`config.mk`:
```
export PLATFORM = sky130hd
export DESIGN_NAME = term_line_sched_flat
export DESIGN_NICKNAME = d
export VERILOG_FILES = /design/src/rtl/term_line_sched_if.sv /design/src/rtl/term_line_sched.sv /design/src/flat_wrapper.sv
export SDC_FILE = /design/constraint.sdc
export NUM_CORES = 1
export LEC_CHECK = 0
export CORE_AREA = 5 5 608 610
export CTS_BUF_LIST = sky130_fd_sc_hd__clkbuf_16
export DETAILED_ROUTE_END_ITERATION = 10
export DIE_AREA = 0 0 613 615
export DONT_BUFFER_PORTS = 1
export GPL_TIMING_DRIVEN = 0
export PLACE_DENSITY_LB_ADDON = 0.12
export SETUP_SLACK_MARGIN = 0.1
export SLEW_MARGIN = 25
export SYNTH_ARGS = -nofsm -noshare
export SYNTH_HDL_FRONTEND = slang
export SYNTH_SLANG_ARGS = --single-unit
```
`constraint.sdc`:
```
create_clock -name clk -period 4.37 [get_ports clk]
set_clock_uncertainty 0.2 [all_clocks]
set_input_delay 0.874 -clock clk [delete_from_list [all_inputs] [get_ports clk]]
set_output_delay 0.874 -clock clk [all_outputs]
set_load 0.02 [all_outputs]
```
`src/rtl/term_line_sched_if.sv`:
```
// Terminal line scheduler bus: requesters A/B and the video memory line port.
// master = environment side (requesters, video memory), slave = scheduler.
interface term_line_sched_if #(
  parameter int LINE_W = 512,
  parameter int LEN_W  = 7
);
  logic              a_valid;
  logic              a_last;
  logic [LEN_W-1:0]  a_len;
  logic [LINE_W-1:0] a_line;
  logic              a_ready;
  logic              b_valid;
  logic              b_last;
  logic [LEN_W-1:0]  b_len;
  logic [LINE_W-1:0] b_line;
  logic              b_ready;
  logic              vm_line_ready;
  logic [LEN_W-1:0]  vm_line_len;
  logic [LINE_W-1:0] vm_line;
  logic              vm_line_next;
  logic              vm_solved;
  logic              vm_solved_ack;

  modport master (
    output a_valid, a_last, a_len, a_line,
    input  a_ready,
    output b_valid, b_last, b_len, b_line,
    input  b_ready,
    input  vm_line_ready, vm_line_len, vm_line, vm_solved,
    output vm_line_next, vm_solved_ack
  );

  modport slave (
    input  a_valid, a_last, a_len, a_line,
    output a_ready,
    input  b_valid, b_last, b_len, b_line,
    output b_ready,
    output vm_line_ready, vm_line_len, vm_line, vm_solved,
    input  vm_line_next, vm_solved_ack
  );
endinterface

```
`src/rtl/term_line_sched.sv`:
```
// Two-requester terminal line scheduler feeding the video memory line port.
// Ports: clk, rst (sync, high); bus (slave): A/B line requests, ready
// strobes, vm line offer/next, vm_solved/ack; status: busy, owner,
// err_len, err_tmo (sticky), line_cnt (delivered lines, wrapping).
module term_line_sched #(
  parameter int LINE_W  = 512,
  parameter int LEN_W   = 7,
  parameter int ACK_TMO = 255
) (
  input  logic             clk,
  input  logic             rst,
  term_line_sched_if.slave bus,
  output logic             busy,
  output logic             owner,
  output logic             err_len,
  output logic             err_tmo,
  output logic [15:0]      line_cnt
);
  typedef enum logic [2:0] {
    IDLE, LOAD, SEND, GAP, SOLVE, WAIT_ACK
  } state_t;

  localparam logic [LEN_W-1:0] MAX_LEN  = LEN_W'(63);
  localparam logic [7:0]       TMO_LAST = 8'(ACK_TMO - 1);

  state_t            state;
  state_t            state_nx;
  logic              rr_pri;
  logic              last_q;
  logic [7:0]        tmo_cnt;
  logic              own_valid;
  logic              own_last;
  logic [LEN_W-1:0]  own_len;
  logic [LINE_W-1:0] own_line;
  logic              grant;
  logic              line_done;
  logic              tmo_hit;

  always_comb begin
    own_valid = bus.a_valid;
    own_last  = bus.a_last;
    own_len   = bus.a_len;
    own_line  = bus.a_line;
    if (owner) begin
      own_valid = bus.b_valid;
      own_last  = bus.b_last;
      own_len   = bus.b_len;
      own_line  = bus.b_line;
    end
  end

  // Contention goes to rr_pri; otherwise whichever side is asking.
  assign grant = (bus.a_valid && bus.b_valid) ? rr_pri : bus.b_valid;

  // Next only counts once the line is actually on offer.
  assign line_done = (state == SEND) && bus.vm_line_ready
                     && bus.vm_line_next;
  assign tmo_hit   = (tmo_cnt == TMO_LAST);

  always_comb begin
    state_nx = state;
    unique case (state)
      IDLE:     if (bus.a_valid || bus.b_valid) state_nx = LOAD;
      LOAD:     if (own_valid) state_nx = SEND;
      SEND:     if (line_done) state_nx = GAP;
      GAP:      state_nx = last_q ? SOLVE : LOAD;
      SOLVE:    state_nx = WAIT_ACK;
      WAIT_ACK: if (bus.vm_solved_ack || tmo_hit) state_nx = IDLE;
      default:  state_nx = IDLE;
    endcase
  end

  always_ff @(posedge clk) begin
    if (rst) begin
      state             <= IDLE;
      rr_pri            <= 1'b0;
      owner             <= 1'b0;
      last_q            <= 1'b0;
      tmo_cnt           <= 8'd0;
      busy              <= 1'b0;
      err_len           <= 1'b0;
      err_tmo           <= 1'b0;
      line_cnt          <= 16'd0;
      bus.a_ready       <= 1'b0;
      bus.b_ready       <= 1'b0;
      bus.vm_line_ready <= 1'b0;
      bus.vm_line_len   <= '0;
      bus.vm_line       <= '0;
      bus.vm_solved     <= 1'b0;
    end else begin
      state         <= state_nx;
      busy          <= (state_nx != IDLE);
      bus.a_ready   <= 1'b0;
      bus.b_ready   <= 1'b0;
      bus.vm_solved <= (state_nx == SOLVE);
      // The first SEND cycle carries the ready strobe, so the offer
      // starts one cycle later and never overlaps it.
      bus.vm_line_ready <= (state == SEND) && (state_nx == SEND);
      tmo_cnt <= (state == WAIT_ACK) ? tmo_cnt + 8'd1 : 8'd0;
      unique case (state)
        IDLE: begin
          if (state_nx == LOAD) owner <= grant;
        end
        LOAD: begin
          if (own_valid) begin
            bus.a_ready <= !owner;
            bus.b_ready <= owner;
            last_q      <= own_last;
            bus.vm_line <= own_line;
            if (own_len > MAX_LEN) begin
              bus.vm_line_len <= MAX_LEN;
              err_len         <= 1'b1;
            end else begin
              bus.vm_line_len <= own_len;
            end
          end
        end
        SEND: begin
          if (line_done) line_cnt <= line_cnt + 16'd1;
        end
        WAIT_ACK: begin
          if (state_nx == IDLE) begin
            rr_pri <= !owner;
            if (!bus.vm_solved_ack) err_tmo <= 1'b1;
          end
        end
        default: ;
      endcase
    end
  end
endmodule
```
`src/flat_wrapper.sv`:
```
// flat-port wrapper written by rule: the top's interface ports become plain ports
module term_line_sched_flat 
#(
  parameter int LINE_W  = 512,
  parameter int LEN_W   = 7,
  parameter int ACK_TMO = 255
)
  (clk, rst, busy, owner, err_len, err_tmo, line_cnt, bus_a_valid, bus_a_last, bus_a_len, bus_a_line, bus_a_ready, bus_b_valid, bus_b_last, bus_b_len, bus_b_line, bus_b_ready, bus_vm_line_ready, bus_vm_line_len, bus_vm_line, bus_vm_solved, bus_vm_line_next, bus_vm_solved_ack);
  term_line_sched_if #(.LINE_W(LINE_W), .LEN_W(LEN_W)) bus_i ();
  input  logic clk;
  input  logic rst;
  output logic busy;
  output logic owner;
  output logic err_len;
  output logic err_tmo;
  output logic [15:0] line_cnt;
  input wire logic [$bits(bus_i.a_valid)-1:0] bus_a_valid;
  input wire logic [$bits(bus_i.a_last)-1:0] bus_a_last;
  input wire logic [$bits(bus_i.a_len)-1:0] bus_a_len;
  input wire logic [$bits(bus_i.a_line)-1:0] bus_a_line;
  output wire logic [$bits(bus_i.a_ready)-1:0] bus_a_ready;
  input wire logic [$bits(bus_i.b_valid)-1:0] bus_b_valid;
  input wire logic [$bits(bus_i.b_last)-1:0] bus_b_last;
  input wire logic [$bits(bus_i.b_len)-1:0] bus_b_len;
  input wire logic [$bits(bus_i.b_line)-1:0] bus_b_line;
  output wire logic [$bits(bus_i.b_ready)-1:0] bus_b_ready;
  output wire logic [$bits(bus_i.vm_line_ready)-1:0] bus_vm_line_ready;
  output wire logic [$bits(bus_i.vm_line_len)-1:0] bus_vm_line_len;
  output wire logic [$bits(bus_i.vm_line)-1:0] bus_vm_line;
  output wire logic [$bits(bus_i.vm_solved)-1:0] bus_vm_solved;
  input wire logic [$bits(bus_i.vm_line_next)-1:0] bus_vm_line_next;
  input wire logic [$bits(bus_i.vm_solved_ack)-1:0] bus_vm_solved_ack;
  assign bus_i.a_valid = bus_a_valid;
  assign bus_i.a_last = bus_a_last;
  assign bus_i.a_len = bus_a_len;
  assign bus_i.a_line = bus_a_line;
  assign bus_a_ready = bus_i.a_ready;
  assign bus_i.b_valid = bus_b_valid;
  assign bus_i.b_last = bus_b_last;
  assign bus_i.b_len = bus_b_len;
  assign bus_i.b_line = bus_b_line;
  assign bus_b_ready = bus_i.b_ready;
  assign bus_vm_line_ready = bus_i.vm_line_ready;
  assign bus_vm_line_len = bus_i.vm_line_len;
  assign bus_vm_line = bus_i.vm_line;
  assign bus_vm_solved = bus_i.vm_solved;
  assign bus_i.vm_line_next = bus_vm_line_next;
  assign bus_i.vm_solved_ack = bus_vm_solved_ack;
  term_line_sched #(.LINE_W(LINE_W), .LEN_W(LEN_W), .ACK_TMO(ACK_TMO)) u_core (.clk(clk), .rst(rst), .bus(bus_i), .busy(busy), .owner(owner), .err_len(err_len), .err_tmo(err_tmo), .line_cnt(line_cnt));
endmodule
```
=== After elaboration in Yosys (flattened, before gate mapping) ===
Cells that the tools add are included.

* Input bits: 1046
* Output and inout port bits: 543
* Word-level logic and storage cells: 61
* Memory bits (read-only): 0
* Latch bits: 0
* Register bits after elaboration: 556
* RAM bits: 0
* Memories kept: 0

* $add $sub $neg: 2
* Multipliers: 0
* Divide/modulo/power cells: 0
* Bitwise gates (word level): 4
* Shifts and indexed selects: 0
* Reductions and logical operators: 18
* Magnitude comparators: 1
* Mux-type cells: 12
* Eq/ne operators: 9

{| class="wikitable"
|+ Operator list
! operator !! count
|-
| $mux W512 || 1
|-
| $pmux W3 S6 || 1
|-
| $add A16 B1 Y16 const B || 1
|-
| $mux W3 || 5
|-
| $mux W7 || 2
|-
| $eq A3 B2 Y1 const B || 3
|-
| $eq A3 B3 Y1 const B || 3
|-
| $add A8 B1 Y8 const B || 1
|-
| $eq A8 B8 Y1 const B || 1
|-
| $reduce_and A2 Y1 || 4
|-
| $gt A7 B6 Y1 const B || 1
|-
| $eq A3 B1 Y1 const B || 2
|-
| $logic_not A3 Y1 || 2
|-
| $reduce_and A3 Y1 || 2
|-
| $logic_and A1 B1 Y1 || 4
|-
| $not A1 Y1 || 4
|-
| $mux W1 || 3
|-
| $reduce_bool A3 Y1 || 1
|-
| $reduce_or A3 Y1 || 1
|-
| $logic_or A1 B1 Y1 || 2
|-
| $reduce_or A2 Y1 || 1
|-
| $logic_not A1 Y1 || 1
|}

=== Logic depth before layout (Yosys ltp) ===
* Depth in word-level cells: 7
* Gate-level depth with buffers: 8
* Gate-level depth less buffers: 6

=== Worst setup path before layout ===
Ideal clock, no wire load.

* Kind: input to register
* Start point: input bus_a_valid
* End point: register u_core.bus.vm_line[115]
* Slack: 2.056 ns
* Stages on the path: 7
* Path buffers: 3
* Library setup time: 0.146 ns
* Required time: 4.024 ns
* Data arrival time: 1.968 ns
* Path through: mux2_4 -> and3_1 -> buf_4 -> buf_2 -> buf_1 -> nor2_1 -> a211oi_2

* Word-level cells in the longest chain between the ends: 2

{| class="wikitable"
|+ RTL lines
! item !! RTL line !! text
|-
| start: declaration || flat_wrapper.sv:17 || <nowiki>input wire logic [$bits(bus_i.a_valid)-1:0] bus_a_valid;</nowiki>
|-
| $mux W1 || term_line_sched.sv:44 || <nowiki>if (owner) begin</nowiki>
|-
| $reduce_and A2 Y1 (no source line) || n/a ||
|-
| end signal: assignment || term_line_sched.sv:109 || <nowiki>bus.vm_line <= own_line;</nowiki>
|-
| end: declaration || term_line_sched_if.sv:38 || <nowiki>output vm_line_ready, vm_line_len, vm_line, vm_solved,</nowiki>
|}

Every way passes these cells.
A chain may end at the register's enable or synchronous reset.

=== Worst setup path in the final report ===
* Start point: register u_core.owner
* End point: register u_core.bus.vm_line[179]

* Word-level cells in the longest chain between the ends: 2
* Elaborated cells between the ends (all ways): 3
* Those cells by class: 2 x mux; 1 x reduce/logical

{| class="wikitable"
|+ RTL lines
! item !! RTL line !! text
|-
| start: declaration || term_line_sched.sv:14 || <nowiki>output logic owner,</nowiki>
|-
| start signal: assignment || term_line_sched.sv:102 || <nowiki>if (state_nx == LOAD) owner <= grant;</nowiki>
|-
| $mux W1 || term_line_sched.sv:44 ||
|-
| $reduce_and A2 Y1 (no source line) || n/a ||
|}

Parallel ways exist; a longest one is shown, timed or not.

==> reports/qor.txt <==
RUN STATUS
------------------------------------------------------------------------------------
Outcome                                                                 finished clean

WORST SETUP PATH
------------------------------------------------------------------------------------
Data required time of the critical path                                      4.83 ns
Startpoint types                                                                flop
Signal arrival time at the worst endpoint                                    4.28 ns
Worst reg-to-reg setup slack                                                 0.55 ns
End of the worst register-to-register path                              u_core.bus.vm_line[179]
Setup Crit Path Kind                                                      reg -> reg
Critical path destination                                               u_core.bus.vm_line[179]
Critical Path Fanout Max                                                          12
Critical register-to-register path startpoint                           u_core.owner
Type of destination of the critical path                                        flop
CP startpoint                                                           u_core.owner
Number of cell instances on the worst register-to-register path                    8

PLACE
------------------------------------------------------------------------------------
Setup WS pre-CTS                                                           0.0559 ns
Estimated wirelength of the detail-placed design                           225000 µm
Count of input and output buffers                                                  0
Final weighted congestion of routability-driven global placement               0.896

CLOCK TREE
------------------------------------------------------------------------------------
Setup fix buffers added after clock tree synthesis                                 0
Longest Clk Path Bufs                                                              4
Clock-pin slew on the worst setup and hold paths                             0.06 ns
Root cell of the clock tree                                                clkbuf_16
Clock tree sinks                                                                 556
CTS HTree Levels                                                                   3
Worst skew pair latency                                                      0.82 ns
TritonCTS clock tree                                                           built
CTS buffer count                                                                  89

LOGIC SYNTHESIS
------------------------------------------------------------------------------------
Synthesized netlist net count                                                   3538
Number of enable-type register cells in the synthesized netlist                    0
Cell variety after synth                                                          40
Share of the yosys chip area belonging to registers                            0.434
Number of warnings printed during yosys synthesis                                  0
Cell count after synthesis                                                      2489
Post-synthesis average cell area                                            10.3 µm²
Dominant register cell in the synthesized netlist                            dfxtp_1
Share of flip-flops with an asynchronous set or reset after synthesis              0
#FFs+latches synth                                                               556
Synthesized area                                                           25700 µm²

FINAL LAYOUT
------------------------------------------------------------------------------------
Fin util                                                                      0.0967
Net count reported at finish                                                    3678
Count of fill cells added during filler insertion                              41949
Area added between synthesis and finish                                        37.1%
Fraction of final layout cells with drive strength greater than 1              0.201

DIE
------------------------------------------------------------------------------------
Total I/O pin count                                                             1589
Die X-Extent                                                                  613 µm
Total Die Area                                                            377000 µm²
Placeable core region                                                     364000 µm²
Die span in y                                                                 615 µm
Std-Cell Rows                                                                    222
Starting utilization of the core area                                         0.0706

STA
------------------------------------------------------------------------------------
Time the worst path needs with I/O delays and setup                          3.82 ns
Setup repair after global routing missed its margin                               no
Final Setup Violations                                                             0
Max frequency                                                                262 MHz
Hold Vio Cnt, Final                                                                0
Final clock period utilization by the worst path                               0.874
PnR worst setup slack                                                       0.549 ns
Max transition margin                                                          0.284
Number of pins exceeding their max-slew limit in the final report                  0
Least-Margin Pin Slew                                                        1.06 ns

DRT
------------------------------------------------------------------------------------
Length of the first detailed-routing pass in iterations                            5
Antenna-violating nets left                                                        0
Post-DR wirelength/cell                                                      34.1 µm
Detailed Route WL                                                          257000 µm
Number of remaining DRC errors                                                     0
Via density per instance                                                        2.88
Via count                                                                      21720
Initial detailed-routing violation count                                        1378

GRT
------------------------------------------------------------------------------------
Maximum number of pins on one net before global-route repair                      15
Antenna violations before repair                                                  96
First-pass GRT wire length                                                 309000 µm
Total global-route track usage                                                 0.130
Number of global-route vias before repair                                      22224
Overall overflow remaining after global route                                      0

PWR
------------------------------------------------------------------------------------
Worst IR drop on VDD                                                        0.292 mV
Pwr/cell area                                                             483 nW/µm²
Static Leak                                                                  9.69 nW

MIN PATH
------------------------------------------------------------------------------------
Class of the worst hold path                                               in -> reg

JOB
------------------------------------------------------------------------------------
Max-cap violations                                                                 0

[logic make-up after synthesis]
logic type	count (synthesis)	synth area share
buffers and inverters	241	0.0471
adder cells (fa/ha/maj)	3	0.00146
multiplexers	516	0.201
XOR/XNOR	14	0.00478
AND/OR/NAND/NOR	606	0.0937
AO/OA/AOI/OAI	553	0.218
flip-flops	556	0.434
[through the flow]
stage / total power, W / hold slack (ns) / TNS [ns] / instances / area [µm²]
finish: 0.0170 / 0.109 / 0 / 7551 / 35200
global route: 0.0179 / 0.0495 / 0 / 7530 / 35100
CTS: 0.0177 / 0.000757 / 0 / 7503 / 35100
detailed placement: 0.0103 / 0.257 / 0 / 7312 / 32000
global placement: 0.0103 / 0.250 / -304.50 / 7305 / 31700
floorplan: 0.00824 / 0.230 / 0 / 2489 / 25700
[Yosys cell counts, types with 7 or more instances]
master,count,area [µm²]
dfxtp_1,556,11100
nor2_1,540,2030
mux2i_1,514,5140
a211oi_2,300,3750
a211oi_1,213,1600
clkbuf_1,157,589
buf_2,34,170
buf_6,34,383
a21oi_1,19,95.1
nand2_1,15,56.3
buf_1,11,41.3
nand3_1,10,50.1
o21ai_0,9,45.0
xor2_1,9,78.8
nand4_1,8,50.1
or3_1,7,43.8
[sequential cells by signal (all words and copies together), names as in the netlist, 3 cells and up]
signal and cells:
u_core.bus.vm_line_len 7, u_core.bus.vm_line 512, u_core.line_cnt 16, u_core.state 3, u_core.tmo_cnt 8
[critical path, stage by stage, from the launching register on]
cell	delay, ns
dfxtp_1	0.52
buf_4	0.50
mux2_4	0.26
and3_1	0.16
buf_4	0.35
buf_2	0.64
clkbuf_1	0.63
nor2_1	0.11
a211oi_2	0.21
[where the power goes]
group	internal [W]	switching, W
logic	0.000935	0.00184
clock network	0.00397	0.00302
registers	0.00556	0.00167
total	0.0105	0.00653
[repair_timing]
item | 4_1_cts | 5_1_grt
endpoints found under the setup margin | 20 | 0
endpoints found under the hold margin | 24 | 0
hold buffers | 42 | 0
gates resized for setup | 2 | 0
[metal layers]
metal | global-route usage | vias up | routed length (µm)
met4 | 0.0269 | 52 | 5730
met1 | 0.145 | 10939 | 97600
li1 | - | 9419 | -
met3 | 0.0530 | 268 | 24500
met2 | 0.231 | 1042 | 129000
met5 | 0 | - | 359
[final cells by class]
type,count,area [µm²],share of cell area
clock inverters,60,444,0.0126
diodes,48,120,0.00341
plain buffers,238,1230,0.0349
clock buffers,89,2230,0.0633
well taps,4816,6030,0.171
inverters,3,11.3,0.000320
repair buffers,49,571,0.0162
multi-input cells,1692,13400,0.382
flip-flops and latches,556,11100,0.316
[cells in the final DEF, fill, tap and decap left out, drive strengths merged, types with 2 or more instances in the layout]
cell type	synthesis	layout
and4	2	2
and4b	2	2
nand3	10	10
dfxtp	556	556
o21ai	9	9
ha	3	3
nor3	3	3
clkinv	0	33
xor2	9	9
a32oi	2	2
nor3b	3	3
o221ai	5	5
inv	3	24
xnor2	5	5
nand2	15	15
and3	3	3
bufinv	0	5
nand4	8	8
or3	7	7
nor2b	2	2
mux2i	514	514
dlygate4sd3	0	42
and2	4	4
mux2	2	2
nor2	540	540
diode	0	48
clkbuf	157	246
a211oi	513	513
nand2b	4	4
a21oi	19	19
buf	81	88
[worst min-delay path by stage]
stage,start,to,slack (ns),cells after the start
global route,bus_a_line[428],u_core.bus.vm_line[428],0.05,2
finish,bus_b_line[431],u_core.bus.vm_line[431],0.11,2
detailed placement,u_core.tmo_cnt[0],u_core.tmo_cnt[0],0.26,1
CTS,bus_a_line[420],u_core.bus.vm_line[420],0.0008,2
floorplan,u_core.tmo_cnt[0],u_core.tmo_cnt[0],0.23,1
global placement,u_core.tmo_cnt[0],u_core.tmo_cnt[0],0.25,1
Note: power is estimated with default switching activity, not from simulation.
